--- src/rtl/core_pkg.sv ---
// Shared core definitions: arbiter state encoding, default bus widths and
// the memory request-field bundle layout.
package core_pkg;

    localparam int ADDR_W_DEF = 32;
    localparam int DATA_W_DEF = 32;

    typedef enum logic [1:0] {
        ARB_IDLE   = 2'd0,
        ARB_BUSY_I = 2'd1,
        ARB_BUSY_D = 2'd2
    } arb_state_t;

    // Default-width bundle; parameterised users mirror this field order.
    typedef struct packed {
        logic                      we;
        logic [ADDR_W_DEF-1:0]     addr;
        logic [DATA_W_DEF-1:0]     wdata;
        logic [DATA_W_DEF/8-1:0]   wstrb;
    } mem_fields_t;

endpackage

--- src/rtl/mem_arbiter.sv ---
// Fetch/data arbiter for the single-ported unified memory; data has priority,
// bounded by a consecutive-grant streak so a pending fetch cannot starve.
//
// state      | meaning
// -----------+-------------------------------------------------------
// ARB_IDLE   | no access in flight; arbitrate eligible requesters
// ARB_BUSY_I | fetch access forwarded, waiting for mem_ready
// ARB_BUSY_D | load/store access forwarded, waiting for mem_ready
module mem_arbiter
    import core_pkg::*;
#(
    parameter int ADDR_W     = ADDR_W_DEF,
    parameter int DATA_W     = DATA_W_DEF,
    parameter int MAX_STREAK = 4
) (
    input  logic                clk,
    input  logic                rst,
    input  logic                i_req,
    input  logic [ADDR_W-1:0]   i_addr,
    output logic [DATA_W-1:0]   i_rdata,
    output logic                i_ready,
    input  logic                d_req,
    input  logic                d_we,
    input  logic [ADDR_W-1:0]   d_addr,
    input  logic [DATA_W-1:0]   d_wdata,
    input  logic [DATA_W/8-1:0] d_wstrb,
    output logic [DATA_W-1:0]   d_rdata,
    output logic                d_ready,
    output logic                mem_req,
    output logic                mem_we,
    output logic [ADDR_W-1:0]   mem_addr,
    output logic [DATA_W-1:0]   mem_wdata,
    output logic [DATA_W/8-1:0] mem_wstrb,
    input  logic [DATA_W-1:0]   mem_rdata,
    input  logic                mem_ready
);

    localparam int SW = $clog2(MAX_STREAK + 1);
    localparam int BW = DATA_W / 8;

    typedef struct packed {
        logic              we;
        logic [ADDR_W-1:0] addr;
        logic [DATA_W-1:0] wdata;
        logic [BW-1:0]     wstrb;
    } fields_t;

    arb_state_t        state, state_nxt;
    fields_t           fields, fields_nxt;
    logic [SW-1:0]     streak, streak_nxt;
    logic              grant_i, grant_d;
    logic              i_elig, d_elig, streak_full;
    logic              mem_req_nxt, i_ready_nxt, d_ready_nxt;
    logic [DATA_W-1:0] i_rdata_nxt, d_rdata_nxt;

    // A requester whose ready is high this cycle still has req up; skip it.
    assign i_elig      = i_req && !i_ready;
    assign d_elig      = d_req && !d_ready;
    assign streak_full = (streak == SW'(MAX_STREAK));

    always_ff @(posedge clk) begin
        if (rst) state <= ARB_IDLE;
        else     state <= state_nxt;
    end

    always_comb begin
        state_nxt = state;
        grant_i   = 1'b0;
        grant_d   = 1'b0;
        case (state)
            ARB_IDLE: begin
                if (d_elig && !(i_elig && streak_full)) begin
                    grant_d   = 1'b1;
                    state_nxt = ARB_BUSY_D;
                end else if (i_elig) begin
                    grant_i   = 1'b1;
                    state_nxt = ARB_BUSY_I;
                end
            end
            ARB_BUSY_I, ARB_BUSY_D: begin
                if (mem_ready) state_nxt = ARB_IDLE;
            end
            default: state_nxt = ARB_IDLE;
        endcase
    end

    always_comb begin
        fields_nxt  = fields;
        streak_nxt  = streak;
        mem_req_nxt = mem_req;
        i_ready_nxt = 1'b0;
        d_ready_nxt = 1'b0;
        i_rdata_nxt = i_rdata;
        d_rdata_nxt = d_rdata;
        if (grant_d) begin
            mem_req_nxt = 1'b1;
            fields_nxt  = '{we: d_we, addr: d_addr, wdata: d_wdata, wstrb: d_wstrb};
            if (!i_req)            streak_nxt = '0;
            else if (!streak_full) streak_nxt = streak + SW'(1);
        end else if (grant_i) begin
            mem_req_nxt = 1'b1;
            fields_nxt  = '{we: 1'b0, addr: i_addr, wdata: '0, wstrb: '0};
            streak_nxt  = '0;
        end
        if (mem_ready && state == ARB_BUSY_I) begin
            mem_req_nxt = 1'b0;
            i_ready_nxt = 1'b1;
            i_rdata_nxt = mem_rdata;
        end
        if (mem_ready && state == ARB_BUSY_D) begin
            mem_req_nxt = 1'b0;
            d_ready_nxt = 1'b1;
            d_rdata_nxt = mem_rdata;
        end
    end

    always_ff @(posedge clk) begin
        if (rst) begin
            fields  <= '0;
            streak  <= '0;
            mem_req <= 1'b0;
            i_ready <= 1'b0;
            d_ready <= 1'b0;
            i_rdata <= '0;
            d_rdata <= '0;
        end else begin
            fields  <= fields_nxt;
            streak  <= streak_nxt;
            mem_req <= mem_req_nxt;
            i_ready <= i_ready_nxt;
            d_ready <= d_ready_nxt;
            i_rdata <= i_rdata_nxt;
            d_rdata <= d_rdata_nxt;
        end
    end

    assign mem_we    = fields.we;
    assign mem_addr  = fields.addr;
    assign mem_wdata = fields.wdata;
    assign mem_wstrb = fields.wstrb;

endmodule

--- config.mk ---
export PLATFORM = sky130hd
export DESIGN_NAME = mem_arbiter
export DESIGN_NICKNAME = d
export VERILOG_FILES = /design/src/rtl/core_pkg.sv /design/src/rtl/mem_arbiter.sv
export SDC_FILE = /design/constraint.sdc
export NUM_CORES = 1
export LEC_CHECK = 0
export ABC_AREA = 1
export BUFFER_PORTS_ARGS = -buffer_cell sky130_fd_sc_hd__buf_2
export CORE_UTILIZATION = 45
export DETAILED_ROUTE_END_ITERATION = 10
export PLACE_DENSITY = 0.86
export SYNTH_ARGS = -nofsm -noshare
export SYNTH_HDL_FRONTEND = slang
export SYNTH_SLANG_ARGS = --single-unit
--- constraint.sdc ---
create_clock -name clk -period 4.3 [get_ports clk]
set_input_delay 0.645 -clock clk [delete_from_list [all_inputs] [get_ports clk]]
set_output_delay 0.645 -clock clk [all_outputs]
set_load 0.05 [all_outputs]
Word level (Yosys, flattened, before mapping)
Index checks and enable logic that the tools add are counted.
Widths: inputs -> output; s select.
{"block": "classes", "add_sub_neg": 1, "n_mul": 0, "div": 0, "n_lt_le_gt_ge": 0, "n_eq_ne": 6, "shift": 0, "muxes": 19, "bitwise_logic": 0, "n_reduce_logical": 15}
{"op": "$mux 69", "count": 2}
{"op": "$mux 3", "count": 4}
{"op": "$mux 1", "count": 9}
{"op": "$logic_and 1x1->1", "count": 6}
{"op": "$mux 2", "count": 3}
{"op": "$ne 3x3->1 const B", "count": 2}
{"op": "$pmux 2 s2", "count": 1}
{"op": "$reduce_and 2->1", "count": 2}
{"op": "$add 3x1->3 const B", "count": 1}
{"op": "$eq 3x3->1 const B", "count": 1}
{"op": "$logic_not 1->1", "count": 3}
{"op": "$reduce_or 3->1", "count": 1}
{"op": "$eq 2x1->1 const B", "count": 1}
{"op": "$eq 2x2->1 const B", "count": 1}
{"op": "$logic_not 2->1", "count": 1}
{"op": "$ne 2x2->1 const B", "count": 1}
{"op": "$reduce_bool 2->1", "count": 1}
{"op": "$reduce_or 2->1", "count": 1}
{"block": "word_totals", "ff_bits": 141, "latch_bits": 0, "ram_bits": 0, "romBits": 0, "in_bits": 138, "output_inout_bits": 136, "elab_cells": 52, "mem_count": 0}

Logic depth before layout (Yosys ltp)
Gate-level depths: netlist (run 1).
{"block": "logic_depth", "depth_word": 9, "depth_mapped": 9, "depth_no_buf": 9}

Least setup slack after synthesis (run 1)
OpenSTA, ideal clock, no wires.
{"block": "synth_path", "kind": "flip-flop to flip-flop", "from": "register d_ready", "to": "register fields, in the netlist mem_addr[11]", "arrival_time_ps": 1439, "required_time_ps": 4178, "path_slack_ps": 2739, "path_stages_with_launch": 8, "n_path_buf": 1, "synth_period_minus_slack_ps": 1561, "path_cell_list": "dfxtp_1 inv_1 nand2_1 o21bai_4 nor2_8 buf_6 o22ai_1 a21oi_2"}
{"block": "synth_between", "elab_chain_len": 6, "word_cells_on_any_way": 9, "classes_between": "5 x mux; 4 x reduce/logical"}
{"item": "from (decl)", "line_no": "mem_arbiter.sv:28", "text": "output logic d_ready,"}
{"item": "from (signal assigned)", "line_no": "mem_arbiter.sv:131", "text": "d_ready <= d_ready_nxt;"}
{"item": "$logic_not 1->1 (*)", "line_no": "mem_arbiter.sv:58", "text": "assign d_elig = d_req && !d_ready;"}
{"item": "$logic_and 1x1->1 (*)", "line_no": "mem_arbiter.sv:58"}
{"item": "$logic_and 1x1->1 (*)", "line_no": "mem_arbiter.sv:72", "text": "if (d_elig && !(i_elig && streak_full)) begin"}
{"item": "$mux 1", "line_no": "mem_arbiter.sv:72"}
{"item": "$mux 1", "line_no": "mem_arbiter.sv:70", "text": "case (state)"}
{"item": "$mux 69 or $reduce_bool 2->1 (tied branches)"}
{"item": "to (signal assigned)", "line_no": "mem_arbiter.sv:127", "text": "fields <= fields_nxt;"}
{"item": "to (decl)", "line_no": "mem_arbiter.sv:49", "text": "fields_t fields, fields_nxt;"}
Every way passes the cells marked *; elsewhere a longest branch is shown, timed or not.
A chain may end at the register's enable or synchronous reset.

Worst setup path after layout (run 1)
{"block": "layout_path", "from": "register streak[0]", "to": "register fields, in the netlist mem_wdata[23]"}
{"block": "layout_between", "elab_chain_len": 7, "word_cells_on_any_way": 10, "classes_between": "1 x eq/ne; 5 x mux; 4 x reduce/logical"}
{"item": "from (decl)", "line_no": "mem_arbiter.sv:50", "text": "logic [SW-1:0] streak, streak_nxt;"}
{"item": "from (signal assigned)", "line_no": "mem_arbiter.sv:128", "text": "streak <= streak_nxt;"}
{"item": "$eq 3x3->1 (*)", "line_no": "mem_arbiter.sv:59", "text": "assign streak_full = (streak == SW'(MAX_STREAK));"}
{"item": "$logic_and 1x1->1 (*)", "line_no": "mem_arbiter.sv:72"}
{"item": "$logic_not 1->1 (*)", "line_no": "mem_arbiter.sv:72"}
{"item": "$logic_and 1x1->1 (*)", "line_no": "mem_arbiter.sv:72"}
{"item": "$mux 1", "line_no": "mem_arbiter.sv:72"}
{"item": "$mux 1", "line_no": "mem_arbiter.sv:70"}
{"item": "$mux 69 or $reduce_bool 2->1 (tied branches)"}
Marked as above.

==> results of run 1 <==
## per-stage QoR
| stage | utilization [%] | cell area, um2 | cells | power, uW | worst slack (ns) |
|---|---|---|---|---|---|
| finish | 64.2 | 7360 | 1033 | 4170 | 1.92 |
| global route | 64.2 | 7360 | 1033 | 4330 | 1.68 |
| CTS | 64.2 | 7360 | 1031 | 4200 | 1.88 |
| detailed placement | 57.8 | 6630 | 1000 | 2410 | 1.60 |
| global placement | 57.8 | 6630 | 1000 | 2390 | 1.73 |
| floorplan | - | 5320 | 628 | 2200 | 2.74 |
## layer usage
layer / global-route usage [%] / wire (um) / vias to the layer above
li1: - / - / 2620
met5: 0 / 0 / -
met2: 41.3 / 7300 / 208
met1: 26.8 / 5870 / 2283
met3: 7.82 / 1040 / 34
met4: 11.0 / 450 / 0
## power groups by stage
stage / Combinational (uW) / Clock [uW] / Sequential, uW
global route: 965 / 1870 / 1490
global placement: 894 / 0 / 1500
floorplan: 306 / 0 / 1890
finish: 906 / 1780 / 1480
detailed placement: 907 / 0 / 1500
CTS: 910 / 1810 / 1480
## synth_stat cells
library cell	n	share of area, %
clkbuf_2	5	0.47
clkbuf_1	24	1.7
inv_1	36	2.5
a21oi_1	93	8.8
ha_1	5	1.2
buf_4	6	0.85
o22ai_2	1	0.24
buf_2	5	0.47
clkinv_1	2	0.14
nand2_2	2	0.24
nor2_1	27	1.9
o21ai_0	86	8.1
nand3_1	36	3.4
dfxtp_1	141	53
o2111a_1	1	0.21
o22ai_1	31	3.6
o21bai_4	1	0.35
nand2_1	73	5.2
a21oi_2	2	0.33
nand2b_1	37	4.4
buf_6	8	1.7
nor2_8	1	0.38
a21oi_4	1	0.31
o2111ai_1	1	0.16
nand4_1	3	0.35
## area by class of cell
type	count	area, um2
diodes	2	5.00
clock buffers	21	470
clock inverters	10	258
fillers	957	4110
inverters	38	143
multi-input cells	401	2080
flip-flops and latches	141	2820
well taps	143	179
repair buffers	277	1410
## layout by cell type, fill, tap and decap left out, types with 8 or more instances in the layout
cell       count
bufinv_16      8
nor2_1        27
buf_2        273
a21oi_1       93
nand2_1       73
inv_1         36
nand3_1       36
o22ai_1       31
o21ai_0       86
nand2b_1      37
dfxtp_1      141
clkbuf_16     17
## sequential cells by signal, summed over array words and instances (netlist names)
register / flops
streak: 3
state: 2
mem_addr: 32
mem_req: 1
mem_wstrb: 4
d_ready: 1
i_rdata: 32
d_rdata: 32
mem_we: 1
mem_wdata: 32
i_ready: 1
## kinds of logic after synthesis
logic type                 after synthesis  share of synthesized area (%)
buffers and inverters                   86                           7.86
DFF                                    141                           53.1
AOI/OAI and AO/OA                      217                           22.1
and+or+nand+nor                        179                           15.8
adders and majority gates                5                           1.18
## final timing paths
path	startpoint	to	slack, ns
max	streak[0]	mem_wdata[23]	1.92
min	mem_rdata[27]	i_rdata[27]	0.43
max reg2reg	streak[0]	mem_wdata[23]	1.92
min reg2reg	mem_wdata[25]	mem_wdata[25]	0.47
## worst reg2reg max path: stages, from the launching register on
cell      delay, ns
dfxtp_1        0.35
inv_1          0.07
ha_1           0.20
nand2_2        0.13
o21bai_4       0.28
nor2_8         0.78
nand2_1        0.23
a21oi_1        0.25
==> metrics.md, run 1 <==
| Metric | Value |
|---|---|
| WP data arrival | `2.70 ns` |
| Crit path launch type | `flop` |
| Yosys warning count | `0` |
| Total core area | `11500 um2` |
| Seq/Total Area, Yosys | `53.1%` |
| Layout Skew | `~0.0065 ns` |
| Clock Sinks | `141` |
| P_sw | `around 1300 uW` |
| Data required, critical path | `around 4.6 ns` |
| Setup TNS | `0 ns` |
| Clock share of power | `a little over two fifths` |
| Post_cts resized | `0` |
| DIE AREA | `12300 um2` |
| Clock Latency Late Sink | `0.41 ns` |
| Worst-Margin Slew | `0.893 ns` |
| CP delay by family, top | `simple AND/OR/NAND/NOR gates` |
| Final Critical Period | `2.38 ns` |
| H-tree levels | `4` |
| Status | `completed` |
| Post-Syn Nets | `between 700 and 800` |
| GPL Wtd Cong | `0.795` |
| CP max-delay cell | `nor2_8` |
| Cells along the critical path | `inv_1, ha_1, nand2_2, o21bai_4, nor2_8, nand2_1, a21oi_1` |
| Combinational share of power | `21.7%` |
| CTS tree | `yes` |
| Post-DRT Antenna Nets | `0` |
| Switching Fraction | `a little under a third` |
| Pin count of the biggest net entering global routing | `between 70 and 80` |
| Mapped Area | `5320 um2` |
| First-pass GRT wire length | `~23000 um` |
| Buffers on Ports | `about 270` |
| Number of distinct library cells after synthesis | `25` |
| P_leak | `approximately 0.0036 uW` |
| Root Buffer | `clkbuf_16` |
| Kind of critical path | `reg2reg` |
| Final nets | `~1000` |
| Via count | `between 5000 and 6000` |
| Post-CTS Setup Bufs | `0` |
| Initial antenna violation count | `2` |
| Fmax | `0.420 GHz` |
| Cell Pwr Density | `about 570 nW/um2` |
| Syn avg cell area | `8.47 um2` |
| Detailed Route Iter0 Violations | `319` |
| Hold WS | `~0.43 ns` |
| Worst VDD drop | `around 0.35 mV` |
| Total Routing Usage GR | `between 20% and 30%` |
| RSZ-0062 raised after global routing | `no` |
| CTS max path bufs | `2` |
| Chip width | `111 um` |
| Rel. slew slack | `between 40% and 50%` |
| HPWL after detailed placement | `10200 um` |
| CP Buf/Inv Count | `1` |
| Crit path capture type | `flop` |
| Hold Path Class | `in2reg` |
| Post-Synthesis Cells | `about 630` |
| Slowest stage delay, CP | `just under 0.8 ns` |
| Max-Cap Viols | `0` |
| Initial Util | `between 40% and 50%` |
| Drt drc | `0` |
| Internal power | `2910 uW` |
| Worst-path fanout max | `70` |
| Vias in the first global route | `4808` |
| WHS Path Cells | `3` |
| Die Y | `between 100 and 150 um` |
| Post-synthesis register bit count | `roughly 140` |
| Wire per inst | `about 14 um` |
| Final setup fails | `0` |
| Tcrit/Tclk final | `a little under three fifths` |
| Row count | `39` |
| Clk pin slew, worst setup/hold paths | `about 0.060 ns` |
| Post-CTS Hold Buffers | `0` |
| Total grt overflow | `0` |
| Synthesis-to-finish area growth | `38.5%` |
| TritonRoute pass-1 iters | `5` |
| Hold Violations, Final | `0` |
| Layout cell share with drive strength beyond 1 | `roughly 36%` |
| Total CTS buffers | `17` |
| Slew Viols, Final | `0` |
| Total wire length | `approximately 15000 um` |
| Post-DR vias/cell | `around 5` |
| Seq pwr share | `a little over a third` |
| Worst reg-to-reg path cell count | `7` |
| I/O pin cnt | `~270` |
| Levels on crit path | `7` |
Note: power is estimated with default switching activity, not from simulation.
==> run 2: changes to the inputs <==
Settings changed: ABC_AREA 1 to 0, CORE_UTILIZATION 45 to 41, PLACE_DENSITY 0.86 to 0.82.
Clock period 4.3 ns to 2 ns, I/O delays scaled along.
==> run 2 against run 1 <==
Critical path depth did not move. Fmax rose by 35%. Final cell count fell by 5.4%. Sequential power rose by 110%. Cell area rose by 1.4%. Synthesized cell count fell by 15%. Setup slack got worse by 1.7 ns. Wire length fell by 1.0%. Combinational power rose by 140%. Largest power group is now sequential cells. Highest routed layer unchanged.
==> metrics.md, run 2 <==
| Metric | Value |
|---|---|
| Status | `completed` |
| Ant. Diodes | `0` |
| Mapped Area | `5400 um2` |
| Seq/Total Area, Yosys | `a little over half` |
| Commonest non-fill, non-tap cell in the layout | `buf_2` |
| Row count | `slightly above 40` |
| Drt drc | `0` |
| Total grt overflow | `0` |
| Post-CTS Hold Buffers | `0` |
| Post-DR vias/cell | `around 5.1` |
| Post-DRT Antenna Nets | `0` |
| Post_cts resized | `0` |
| Chip width | `between 100 and 150 um` |
| GPL Wtd Cong | `0.791` |
| Crit path launch type | `flop` |
| Hold Path Class | `in2reg` |
| I/O pin cnt | `roughly 270` |
| DR WL met2 | `approximately 7000 um` |
| Setup TNS | `0 ns` |
| Layout cell share with drive strength beyond 1 | `48.8%` |
| Yosys top cell by area | `dfxtp_1` |
| Clk pin slew, worst setup/hold paths | `roughly 0.060 ns` |
| Cell Pwr Density | `between 1000 and 1500 nW/um2` |
| Tcrit/Tclk final | `slightly below 90%` |
| WP data arrival | `roughly 2.1 ns` |
| Number of distinct library cells after synthesis | `30` |
| CTS tree | `yes` |
| Slew Viols, Final | `0` |
| Pin count of the biggest net entering global routing | `64` |
| DIE AREA | `around 14000 um2` |
| Total wire length | `14500 um` |
| Fillcell total | `roughly 1200` |
| Cells along the critical path | `inv_1, ha_1, nand4b_1, and2_4, buf_4, o221ai_2, a21oi_2` |
| Syn avg cell area | `between 10 and 15 um2` |
| Vias in the first global route | `roughly 4300` |
| Kind of critical path | `reg2reg` |
| Die Y | `roughly 120 um` |
| Layout Skew | `0.00721 ns` |
| Total core area | `12700 um2` |
| P_leak | `between 0.003 and 0.004 uW` |
| Final setup fails | `0` |
| Yosys warning count | `0` |
| CP delay by family, top | `simple AND/OR/NAND/NOR gates` |
| Async SR Flop Fraction | `0%` |
| Final Cell Area | `~7500 um2` |
| Buffers on Ports | `roughly 270` |
| Wire per inst | `roughly 15 um` |
| CTS max path bufs | `2` |
| Post-synth EDFFs | `0` |
| HPWL after detailed placement | `10100 um` |
| Slowest stage delay, CP | `0.36 ns` |
| Detailed Route Iter0 Violations | `around 270` |
| Worst-Margin Slew | `about 0.62 ns` |
| Synthesis-to-finish area growth | `38.2%` |
| Data required, critical path | `about 2.3 ns` |
| Initial antenna violation count | `0` |
| Max-Cap Viols | `0` |
| Via count | `approximately 4900` |
| Cell area after placement | `approximately 6900 um2` |
| Fmax | `0.566 GHz` |
| Post-CTS Setup Bufs | `0` |
| Area contributors post-synth | `dfxtp_1 (52%), o221ai_2 (8.9%), nand2_1 (7.0%), a22o_1 (5.5%), a21oi_2 (5.2%)` |
| CP Buf/Inv Count | `2` |
| Initial Util | `a little over two fifths` |
| Clock Latency Late Sink | `0.40 ns` |
| Commonest cells after routing, fill and taps aside | `buf_2 (272), dfxtp_1 (141), nand2_1 (99)` |
| Root Buffer | `clkbuf_16` |
| Worst-path fanout max | `14` |
| Met1 Wirelength | `between 5000 and 6000 um` |
| Top Layer Used | `met4` |
| Total Routing Usage GR | `approximately 20%` |
| CP max-delay cell | `dfxtp_1` |
| Crit path capture type | `flop` |
| WL met3 | `~1200 um` |
| Rel. slew slack | `approximately three fifths` |
| Primary FF master, synth | `dfxtp_1` |
| Most common cell in the synthesized netlist | `dfxtp_1` |
| Hold Violations, Final | `0` |
| Total CTS buffers | `17` |
| Clock Sinks | `141` |
| H-tree levels | `4` |
| Worst VDD drop | `0.735 mV` |
| TritonRoute pass-1 iters | `4` |
| Post-Syn Nets | `between 600 and 700` |
| Final Critical Period | `~1.8 ns` |
| Final Core Density | `roughly three fifths` |
| Post-Synthesis Cells | `531` |
| Final nets | `between 900 and 1000` |
| Top-area cell type share of the netlist area | `a little over half` |
| RSZ-0062 raised after global routing | `no` |
| Most frequent cells after synthesis | `dfxtp_1 (141), nand2_1 (100), nor2_1 (41)` |
| First-pass GRT wire length | `21200 um` |
| Post-synthesis register bit count | `between 100 and 150` |
## run 2: changes by cell type after synthesis, moves of 14 or more
cell,delta
a21oi_1,-54
a21oi_2,+30
a22o_1,+34
a22oi_1,+37
inv_1,-32
nand2_1,+27
nand2b_1,-37
nand3_1,-34
nor2_1,+14
o21ai_0,-86
o221ai_2,+32
o22ai_1,-31
## run 2: per-stage QoR
step	cells	worst slack [ns]	total power [uW]	hold slack, ns
6_report	977	0.233	8320	0.117
2_1_floorplan	531	0.289	4820	0.426
3_5_place_dp	946	0.228	5350	0.444
4_1_cts	977	0.222	8400	0.0931
5_1_grt	977	0.0925	8680	0.104
3_3_place_gp	946	0.305	5320	0.439
## run 2: where the power goes
| group | switching [uW] | internal [uW] |
|---|---|---|
| registers | 114 | 3040 |
| clock network | 1160 | 1870 |
| logic | 1500 | 636 |
## run 2: final timing paths
check,from,end,slack (ns),cells past startpoint
worst max register to register,streak[0],mem_addr[8],0.23,7
worst max-delay path,streak[0],mem_addr[8],0.23,7
worst min register to register,d_rdata[24],d_rdata[24],0.45,2
worst min-delay path,mem_rdata[22],i_rdata[22],0.12,2
## run 2: area by class of cell
cell class,instances,area [um2],area share [%]
clock inverters,9,85.1,1.14
repair buffers,291,1550,20.8
clock buffers,22,494,6.62
well taps,172,215,2.88
multi-input cells,338,2280,30.5
flip-flops and latches,141,2820,37.8
inverters,4,15.0,0.201
## run 2: cell families (layout without fill, tap and decap cells)
family,Yosys count,after routing,synth area share (%)
AOI/OAI and AO/OA,181,181,29.6
adders and majority gates,5,5,1.16
DFF,141,141,52.3
buffers and inverters,52,326,5.72
and+or+nand+nor,152,152,11.3
## run 2: metal layers
| metal | track usage (%) | vias to the layer above |
|---|---|---|
| met5 | 0 | - |
| met4 | 9.79 | 0 |
| met3 | 6.90 | 23 |
| met2 | 34.2 | 204 |
| met1 | 23.0 | 2295 |
| li1 | - | 2423 |
==> run 3: changes to the inputs <==
Settings changed: CORE_MARGIN from default to 8, CTS_CLUSTER_SIZE from default to 28.
Clock period 2 ns to 1.47 ns, I/O delays scaled along.
==> run 3 against run 2 <==
The run now ends with setup timing left. Hold slack lost 0.084 ns. First-iteration DRC count grew 12%. Utilization up 1.7 points.
==> metrics.md, run 3 (synthesis gave the netlist of run 2 again) <==
| Metric | Value |
|---|---|
| Status | `complete, but fails checks` |
| Failing checks | `setup timing` |
| Total grt overflow | `0` |
| Initial Util | `41.4%` |
| Fillcell total | `1134` |
| Vias in the first global route | `around 5300` |
| Final setup fails | `23` |
| Cells along the critical path | `inv_2, ha_4, nand4b_1, and2_4, buf_12, o221ai_2, a21oi_2` |
| Internal power | `8210 uW` |
| Setup ws final | `-0.0290 ns` |
| Worst slack at placement | `-0.0987 ns` |
| WP data arrival | `~1.8 ns` |
| Buffers on Ports | `roughly 270` |
| Total core area | `13000 um2` |
| Synthesis-to-finish area growth | `45.6%` |
| CP Buf/Inv Count | `2` |
| Row count | `42` |
| Commonest non-fill, non-tap cell in the layout | `buf_2` |
| Fin cells | `about 1000` |
| Worst VDD drop | `about 1 mV` |
| Area of the multi-input gates | `between 2000 and 2500 um2` |
| CP delay by family, top | `simple AND/OR/NAND/NOR gates` |
| CP max-delay cell | `dfxtp_2` |
| Initial antenna violation count | `1` |
| First-pass GRT wire length | `between 20000 and 30000 um` |
| Commonest cells after routing, fill and taps aside | `buf_2 (272), dfxtp_1 (135), nand2_1 (99)` |
| HPWL after detailed placement | `about 13000 um` |
| Max-Cap Viols | `0` |
| Cell Pwr Density | `roughly 1500 nW/um2` |
| Layout Skew | `0.00437 ns` |
| Clock Sinks | `approximately 140` |
| DIE AREA | `about 17000 um2` |
| Min-delay src | `mem_rdata[13]` |
| P_leak | `roughly 0.0035 uW` |
| Post-DR vias/cell | `5.14` |
| Cell area after placement | `7060 um2` |
| Clk pin slew, worst setup/hold paths | `~0.060 ns` |
| Fmax | `around 0.67 GHz` |
| P_sw | `between 3000 and 4000 uW` |
| Slew Viols, Final | `0` |
| Crit path launch type | `flop` |
| Area occupied by registers | `2840 um2` |
| Total Routing Usage GR | `between 10% and 20%` |
| H-tree levels | `4` |
| Die Y | `roughly 130 um` |
| Placed Instances | `961` |
| Detailed Route Iter0 Violations | `about 300` |
| Final Core Density | `between 60% and 70%` |
| Rel. slew slack | `between 60% and 70%` |
| Via count | `just over 5000` |
| Final Cell Area | `7860 um2` |
| Chip width | `around 130 um` |
| CTS max path bufs | `2` |
| Crit path capture type | `flop` |
| Crit path launch | `streak[0]` |
| Root Buffer | `clkbuf_16` |
| Worst-path fanout max | `28` |
| CTS tree | `yes` |
| GPL Wtd Cong | `0.819` |
| Total CTS buffers | `17` |
| Drt drc | `0` |
| Layout cell share with drive strength beyond 1 | `between 50% and 60%` |
| Data required, critical path | `1.81 ns` |
| Worst-Margin Slew | `between 0.4 and 0.5 ns` |
| Combinational share of power | `25.5%` |
| Clock Latency Late Sink | `~0.4 ns` |
| Slowest stage delay, CP | `approximately 0.34 ns` |
| Final nets | `950` |
| Clock share of power | `39.0%` |
| I/O pin cnt | `between 200 and 300` |
| Pin count of the biggest net entering global routing | `70` |
| Switching Fraction | `around a third` |
| Wire per inst | `~17 um` |
| Seq pwr share | `between 30% and 40%` |
| Hold Violations, Final | `0` |
| Tcrit/Tclk final | `102%` |
| TritonRoute pass-1 iters | `4` |
| Post-DRT Antenna Nets | `0` |
| Total wire length | `17400 um` |
| RSZ-0062 raised after global routing | `yes` |
| Worst R2R Start | `streak[0]` |
| Hold Path Class | `in2reg` |
| Kind of critical path | `reg2reg` |
| Post-CTS Hold Buffers | `0` |
| Final Critical Period | `1.50 ns` |
==> run 3: cell count changes in the layout (fill, tap and decap cells not counted), sizes merged <==
cell,previous run,this run
buf,291,305
bufinv,1,4
clkbuf,22,23
clkinv,4,3
clkinvlp,3,2
diode,0,1
inv,5,4
==> run 3: final cells by class <==
class / instances / area share (%)
Antenna cell: 1 / 0.0318
Clock inverter: 9 / 1.96
Timing Repair Buffer: 305 / 22.0
Sequential cell: 141 / 36.1
Inverter: 4 / 0.191
Tap cell: 176 / 2.80
Clock buffer: 23 / 6.48
Multi-Input combinational cell: 338 / 30.5
==> run 3: path summary, 6_finish.rpt <==
kind,endpoint,depth (start not counted),slack [ns]
max reg2reg,mem_addr[28],7,-0.03
max,mem_addr[28],7,-0.03
min,i_rdata[13],2,0.03
min reg2reg,d_rdata[18],2,0.45
==> run 3: worst reg2reg max path: stages, from the launching register on <==
cell      delay (ns)
dfxtp_2         0.34
inv_2           0.05
ha_4            0.16
nand4b_1        0.16
and2_4          0.27
buf_12          0.21
o221ai_2        0.12
a21oi_2         0.13
==> run 3: timing repair <==
action / CTS / global route
endpoints found under the setup margin: 70 / 72
pin swaps: 2 / 1
gates resized for setup: 12 / 14
setup buffers: 3 / 1
==> run 3: power groups by stage <==
stage	sequential, uW	combinational [uW]	clock [uW]
global route	4330	3270	5000
detailed placement	4360	3010	0
global placement	4350	2970	0
floorplan	5380	1180	0
finish	4290	3090	4720
CTS	4290	3040	4820
==> run 3: through the flow <==
| step | hold WS [ns] | TNS (ns) | power (uW) |
|---|---|---|---|
| 2_1_floorplan | 0.346 | -1.48 | 6560 |
| 3_3_place_gp | 0.439 | -0.588 | 7320 |
| 3_5_place_dp | 0.443 | -4.50 | 7380 |
| 4_1_cts | 0.0141 | -0.0758 | 12100 |
| 5_1_grt | 0.0198 | -5.10 | 12600 |
| 6_report | 0.0333 | -0.295 | 12100 |
==> run 3: layer usage <==
metal / share of wire, % / vias to the layer above / track usage (%) / routed length, um
met5: 0 / - / 0 / 0
met2: 50 / 197 / 33.9 / 8750
li1: - / 2450 / - / -
met1: 39 / 2449 / 21.7 / 6730
met4: 2.3 / 0 / 8.71 / 395
met3: 8.6 / 32 / 6.29 / 1500
